[src/rtl/npn4_pkg.sv]
// Shared types and constants for the 4-input NPN canonicalizer.
// PERM_TAB packs one permutation per byte as {pi3, pi2, pi1, pi0}, in lexicographic order.
package npn4_pkg;

    localparam int TT_W      = 16;
    localparam int NUM_STEPS = 384;

    typedef enum logic [1:0] {
        IDLE = 2'd0,
        RUN  = 2'd1,
        DONE = 2'd2
    } state_t;

    localparam logic [0:23][7:0] PERM_TAB = {
        8'hE4, 8'hB4, 8'hD8, 8'h78, 8'h9C, 8'h6C,
        8'hE1, 8'hB1, 8'hC9, 8'h39, 8'h8D, 8'h2D,
        8'hD2, 8'h72, 8'hC6, 8'h36, 8'h4E, 8'h1E,
        8'h93, 8'h63, 8'h87, 8'h27, 8'h4B, 8'h1B
    };

    // Source variable index feeding bit j of the permuted minterm.
    function automatic logic [1:0] perm_elem(input logic [4:0] p, input int j);
        logic [7:0] ent;
        ent = PERM_TAB[p];
        return ent[2*j +: 2];
    endfunction

endpackage

[src/rtl/npn4_apply.sv]
// Combinational transform: g[m] = tt[m'], where m'[j] = m[pi_p(j)] ^ n[j].
// Purely combinational, no handshake.
module npn4_apply
    import npn4_pkg::*;
(
    input  logic [TT_W-1:0] tt,
    input  logic [4:0]      p,
    input  logic [3:0]      n,
    output logic [TT_W-1:0] g
);

    always_comb begin
        logic [3:0] mi;
        logic [3:0] mp;
        g  = '0;
        mi = '0;
        mp = '0;
        for (int m = 0; m < TT_W; m++) begin
            mi = 4'(m);
            for (int j = 0; j < 4; j++) begin
                mp[j] = mi[perm_elem(p, j)] ^ n[j];
            end
            g[m] = tt[mp];
        end
    end

endmodule

[src/rtl/npn4_canon.sv]
// Serial NPN canonicalizer: sweeps 24 perms x 16 negations x 2 phases and keeps the minimum.
// Latency 384 cycles from accept (385 with PIPE_APPLY=1); output held until out_ready.
// NPN4_XFORM_OUT_EN adds out_perm/out_neg/out_oneg reporting the first minimizing transform.
module npn4_canon
    import npn4_pkg::*;
#(
    parameter int PIPE_APPLY = 0
) (
    input  logic            clk,
    input  logic            rst,
    input  logic            in_valid,
    output logic            in_ready,
    input  logic [TT_W-1:0] in_tt,
    output logic            out_valid,
    input  logic            out_ready,
`ifdef NPN4_XFORM_OUT_EN
    output logic [4:0]      out_perm,
    output logic [3:0]      out_neg,
    output logic            out_oneg,
`endif
    output logic [TT_W-1:0] out_tt
);

    state_t          state_q, state_d;
    logic [TT_W-1:0] tt_q, tt_d;
    logic [TT_W-1:0] best_q, best_d;
    logic [8:0]      step_q, step_d;
    logic            issued_q, issued_d;
    logic            in_ready_q, in_ready_d;
    logic            out_valid_q, out_valid_d;
    logic [TT_W-1:0] out_tt_q, out_tt_d;
`ifdef NPN4_XFORM_OUT_EN
    logic [8:0]      bstep_q, bstep_d;
    logic            boneg_q, boneg_d;
    logic [8:0]      out_step_q, out_step_d;
    logic            out_oneg_q, out_oneg_d;
`endif

    logic [TT_W-1:0] g;
    logic            issue;
    logic [TT_W-1:0] cmp_g;
    logic            cmp_vld;
    logic [8:0]      cmp_step;
    logic            accept;

    assign issue  = (state_q == RUN) && !issued_q;
    assign accept = (state_q == IDLE) && in_valid && in_ready_q;

    npn4_apply u_apply (
        .tt (tt_q),
        .p  (step_q[8:4]),
        .n  (step_q[3:0]),
        .g  (g)
    );

    generate
        if (PIPE_APPLY != 0) begin : g_pipe
            logic [TT_W-1:0] pipe_g_q;
            logic            pipe_vld_q;
            logic [8:0]      pipe_step_q;
            always_ff @(posedge clk or posedge rst) begin
                if (rst) begin
                    pipe_g_q    <= '0;
                    pipe_vld_q  <= 1'b0;
                    pipe_step_q <= '0;
                end else begin
                    pipe_g_q    <= g;
                    pipe_vld_q  <= issue;
                    pipe_step_q <= step_q;
                end
            end
            assign cmp_g    = pipe_g_q;
            assign cmp_vld  = pipe_vld_q;
            assign cmp_step = pipe_step_q;
        end else begin : g_nopipe
            assign cmp_g    = g;
            assign cmp_vld  = issue;
            assign cmp_step = step_q;
        end
    endgenerate

    always_comb begin
        state_d     = state_q;
        tt_d        = tt_q;
        best_d      = best_q;
        step_d      = step_q;
        issued_d    = issued_q;
        in_ready_d  = in_ready_q;
        out_valid_d = out_valid_q;
        out_tt_d    = out_tt_q;
`ifdef NPN4_XFORM_OUT_EN
        bstep_d     = bstep_q;
        boneg_d     = boneg_q;
        out_step_d  = out_step_q;
        out_oneg_d  = out_oneg_q;
`endif

        // Plain phase first, then complement against the possibly updated best.
        if (cmp_vld) begin
            if (cmp_g < best_d) begin
                best_d = cmp_g;
`ifdef NPN4_XFORM_OUT_EN
                bstep_d = cmp_step;
                boneg_d = 1'b0;
`endif
            end
            if (~cmp_g < best_d) begin
                best_d = ~cmp_g;
`ifdef NPN4_XFORM_OUT_EN
                bstep_d = cmp_step;
                boneg_d = 1'b1;
`endif
            end
        end

        if (issue) begin
            if (step_q == 9'(NUM_STEPS - 1)) begin
                issued_d = 1'b1;
            end else begin
                step_d = step_q + 9'd1;
            end
        end

        case (state_q)
            IDLE: begin
                if (accept) begin
                    state_d    = RUN;
                    tt_d       = in_tt;
                    best_d     = in_tt;
                    step_d     = '0;
                    issued_d   = 1'b0;
                    in_ready_d = 1'b0;
`ifdef NPN4_XFORM_OUT_EN
                    bstep_d    = '0;
                    boneg_d    = 1'b0;
`endif
                end
            end
            RUN: begin
                if (cmp_vld && cmp_step == 9'(NUM_STEPS - 1)) begin
                    state_d     = DONE;
                    out_valid_d = 1'b1;
                    out_tt_d    = best_d;
`ifdef NPN4_XFORM_OUT_EN
                    out_step_d  = bstep_d;
                    out_oneg_d  = boneg_d;
`endif
                end
            end
            DONE: begin
                if (out_ready) begin
                    state_d     = IDLE;
                    out_valid_d = 1'b0;
                    in_ready_d  = 1'b1;
                end
            end
            default: begin
                state_d     = IDLE;
                out_valid_d = 1'b0;
                in_ready_d  = 1'b1;
            end
        endcase
    end

    always_ff @(posedge clk or posedge rst) begin
        if (rst) begin
            state_q     <= IDLE;
            tt_q        <= '0;
            best_q      <= '0;
            step_q      <= '0;
            issued_q    <= 1'b0;
            in_ready_q  <= 1'b1;
            out_valid_q <= 1'b0;
            out_tt_q    <= '0;
`ifdef NPN4_XFORM_OUT_EN
            bstep_q     <= '0;
            boneg_q     <= 1'b0;
            out_step_q  <= '0;
            out_oneg_q  <= 1'b0;
`endif
        end else begin
            state_q     <= state_d;
            tt_q        <= tt_d;
            best_q      <= best_d;
            step_q      <= step_d;
            issued_q    <= issued_d;
            in_ready_q  <= in_ready_d;
            out_valid_q <= out_valid_d;
            out_tt_q    <= out_tt_d;
`ifdef NPN4_XFORM_OUT_EN
            bstep_q     <= bstep_d;
            boneg_q     <= boneg_d;
            out_step_q  <= out_step_d;
            out_oneg_q  <= out_oneg_d;
`endif
        end
    end

    assign in_ready  = in_ready_q;
    assign out_valid = out_valid_q;
    assign out_tt    = out_tt_q;
`ifdef NPN4_XFORM_OUT_EN
    assign out_perm  = out_step_q[8:4];
    assign out_neg   = out_step_q[3:0];
    assign out_oneg  = out_oneg_q;
`endif

endmodule

[config.mk]
export PLATFORM = sky130hd
export DESIGN_NAME = npn4_canon
export DESIGN_NICKNAME = d
export VERILOG_FILES = /design/src/rtl/npn4_pkg.sv /design/src/rtl/npn4_apply.sv /design/src/rtl/npn4_canon.sv
export SDC_FILE = /design/constraint.sdc
export NUM_CORES = 1
export LEC_CHECK = 0
export ABC_AREA = 1
export CAP_MARGIN = 30
export CORE_ASPECT_RATIO = 1.4
export CORE_MARGIN = 1.5
export CORE_UTILIZATION = 40
export DETAILED_ROUTE_END_ITERATION = 6
export HOLD_SLACK_MARGIN = 0.12
export PLACE_DENSITY = 0.68
export SYNTH_ARGS = -nofsm -noshare
export SYNTH_HDL_FRONTEND = slang
export SYNTH_SLANG_ARGS = --single-unit
[constraint.sdc]
create_clock -name clk -period 13.9 [get_ports clk]
set_input_delay 2.78 -clock clk [delete_from_list [all_inputs] [get_ports clk]]
set_output_delay 2.78 -clock clk [all_outputs]
set_load 0.02 [all_outputs]
==> reports/qor.txt <==
================================================================================
Grt met1 use                                                               0.318
Initial cell density of the core                                           0.413
Stage delay of the slowest cell on the critical path                     0.65 ns
Core Footprint                                                         17500 µm²
GP Congestion                                                              0.935
Highest clock frequency the design can meet                              145 MHz
Number of ports placed on the die boundary                                    38
Clock Sink Count                                                              62
Crit-path most repeated cell                                        sky130_fd_sc_hd__nand2_1
Dpl cell area                                                           7550 µm²
Smallest hold slack                                                     0.485 ns
Maximum capacitance violations                                                 0
Share of post-route cells with drive strength above 1                     0.0926
Y dimension of the die                                                    162 µm
Number of register bits inferred by synthesis                                 62
Number of instances in the placed design                                    1332
Max H-tree Level                                                               3
Slew headroom                                                              0.277
Number of antenna violations at the first check in global routing              0
Worst Setup Start Kind                                                 flip-flop
Post-route antenna net violation count                                         0
Final count of hold timing violations                                          0
Clk Latency, worst-skew pair                                             0.35 ns
Kind of cell adding the most delay to the critical path             simple AND/OR/NAND/NOR gates
Most used flip-flop cell after synthesis                            sky130_fd_sc_hd__dfrtp_1
Layout-stage area growth over the synthesis result                         8.82%
Final worst path period need                                             6.89 ns
Final net count                                                             1179
Per-cell routed wire length                                              18.1 µm
Final worst clock skew                                                0.00934 ns
Number of different library cells in the post-synthesis netlist               57
Gate count after technology mapping                                         1118
CTS-repair resized insts                                                       0
Sum of negative setup slack                                                 0 ns
Worst-path clk slew                                                      0.05 ns
Slowest CP cell                                                     sky130_fd_sc_hd__dfrtp_1
Number of warning messages in the yosys log                                    0
Top fanout value on the critical path                                         31
Outcome                                                                completed
Setup repair after global routing missed its margin                        false
Count of flip-flops with a built-in enable after synthesis                     0
DRC errors left                                                                0
Synthesized area per cell                                               6.45 µm²
Arrival time worst endpoint                                              7.17 ns
Critical path type                                                       reg2reg
Required time at the endpoint of the critical path                      14.18 ns
Sequential element share of the synthesized area                           0.215
Largest net degree at the start of global routing                             63
First-pass GRT wire length                                              38100 µm
Detailed Place HPWL                                                     17700 µm
Number of buffers created by CTS                                               9
Hold buffer count at cts                                                       0
DR iter-0 viols                                                              763
Met2 track utilization from global routing                                 0.436
Number of slew-limit violations in the final report                            0
Global-route total usage across every layer                                0.263
Async S/R FF share, synth                                                   1.00
Clock tree from TritonCTS                                                    yes
Postcts setup bufs                                                             0
Number of port buffers                                                        37
Number of diodes                                                               0
Average vias per placed instance                                            5.70
Post-layout instance count excluding filler cells                           1348
Fin crit share                                                             0.496
Max Root-Sink Buffers                                                          2
Global route hottest layer                                                  met2
Die area                                                               18800 µm²
Die boundary width                                                        116 µm
Via count of the first global-routing pass                                  7041
CTS Root Cell                                                       sky130_fd_sc_hd__clkbuf_16
Post-Syn Nets                                                               1190
Num rows                                                                      57
Worst Max-Slew Pin Slew                                                  1.08 ns
Met3 GRT Util                                                             0.0481
Finished layout cell area                                               7850 µm²
Cell area after technology mapping                                      7210 µm²
Buffer and inverter count on the worst path                                    4
Crit path capture type                                                 flip-flop
DR vias                                                                     7688
Initial DRT Pass Iterations                                                    5
Remaining global-route overflow                                                0
Total detailed-routing wirelength                                       24300 µm
Final Setup Violations                                                         0
Class of the worst hold path                                             reg2reg
================================================================================
## worst min-delay path, delay by kind of cell, from the launching register on
kind	cells	cell delay, ns
simple gates	1	0.05
flops	1	0.34
compound gates	1	0.06
## logic make-up (layout without fill, tap and decap cells)
| kind of cell | Yosys count | count (layout) | share of synthesized area |
|---|---|---|---|
| compound gates | 293 | 293 | 0.253 |
| mux | 7 | 7 | 0.0125 |
| xor+xnor | 11 | 11 | 0.0154 |
| flops | 62 | 62 | 0.215 |
| simple gates | 518 | 518 | 0.305 |
| buf+inv | 175 | 169 | 0.109 |
| fa+ha+maj | 52 | 52 | 0.0902 |
## per-layer routing
layer,routed length (µm),vias to the layer above,part of all wire
met5,0,-,0
met4,1420,0,0.058
met3,2010,106,0.083
met2,11400,370,0.47
met1,9470,3479,0.39
li1,-,3733,-
## metrics by stage
stage               setup WS, ns   util
floorplan                   8.04      -
global placement            7.16  0.432
detailed placement          7.13  0.432
CTS                         7.10  0.449
global route                6.39  0.449
finish                      7.01  0.449
## cell usage after synthesis, types with 12 or more instances
cell	instances	area share
sky130_fd_sc_hd__nand2_1	339	0.18
sky130_fd_sc_hd__o21ai_0	114	0.079
sky130_fd_sc_hd__inv_1	80	0.042
sky130_fd_sc_hd__nand3_1	75	0.052
sky130_fd_sc_hd__o21ai_2	12	0.015
sky130_fd_sc_hd__o211ai_1	45	0.047
sky130_fd_sc_hd__nand2_2	12	0.010
sky130_fd_sc_hd__clkbuf_1	19	0.0099
sky130_fd_sc_hd__nor3_1	12	0.0083
sky130_fd_sc_hd__dfrtp_1	61	0.21
sky130_fd_sc_hd__nor2_1	51	0.027
sky130_fd_sc_hd__o21ai_1	30	0.021
sky130_fd_sc_hd__a21oi_1	43	0.030
sky130_fd_sc_hd__inv_2	18	0.0094
sky130_fd_sc_hd__ha_1	52	0.090
sky130_fd_sc_hd__buf_2	29	0.020
## path summary, 6_finish.rpt
path / startpoint / endpoint / slack, ns / cells after the start
worst max-delay path: cmp_step[6]$_DFF_PP0_ / best_q[15]$_DFF_PP0_ / 7.01 / 35
worst min-delay path: out_tt[9]$_DFFE_PP0P_ / out_tt[9]$_DFFE_PP0P_ / 0.48 / 2
worst min register to register: out_tt[9]$_DFFE_PP0P_ / out_tt[9]$_DFFE_PP0P_ / 0.48 / 2
min in group asynchronous: rst / best_q[11]$_DFF_PP0_ / 2.99 / 3
worst max register to register: cmp_step[6]$_DFF_PP0_ / best_q[15]$_DFF_PP0_ / 7.01 / 35
max in group asynchronous: rst / tt_q[8]$_DFFE_PP0P_ / 10.40 / 3
## flip-flops by register name (all words and copies together), names as in the netlist
| signal | flops |
|---|---|
| best_q | 16 |
| cmp_step | 9 |
| in_ready | 1 |
| issued_q | 1 |
| out_tt | 16 |
| out_valid | 1 |
| state_q | 2 |
| tt_q | 16 |
## placed cells by master, fill, tap and decap left out, types with 19 or more instances in the layout
master and instances:
sky130_fd_sc_hd__nand2_1 339, sky130_fd_sc_hd__o21ai_0 114, sky130_fd_sc_hd__inv_1 79, sky130_fd_sc_hd__nand3_1 75, sky130_fd_sc_hd__dfrtp_1 61, sky130_fd_sc_hd__ha_1 52
sky130_fd_sc_hd__nor2_1 51, sky130_fd_sc_hd__o211ai_1 45, sky130_fd_sc_hd__a21oi_1 43, sky130_fd_sc_hd__clkdlybuf4s50_1 37, sky130_fd_sc_hd__o21ai_1 30, sky130_fd_sc_hd__inv_2 19
## final cells by class
| cell class | count | area (µm²) |
|---|---|---|
| Sequential cell | 62 | 1550 |
| Fill cell | 1835 | 9630 |
| Timing Repair Buffer | 42 | 408 |
| Tap cell | 236 | 295 |
| Multi-Input combinational cell | 881 | 4870 |
| Clock inverter | 6 | 62.6 |
| Clock buffer | 10 | 229 |
| Inverter | 111 | 427 |
Power is not shown: default switching activity piles up to over one toggle a cycle in this logic, so the estimate is an artifact.
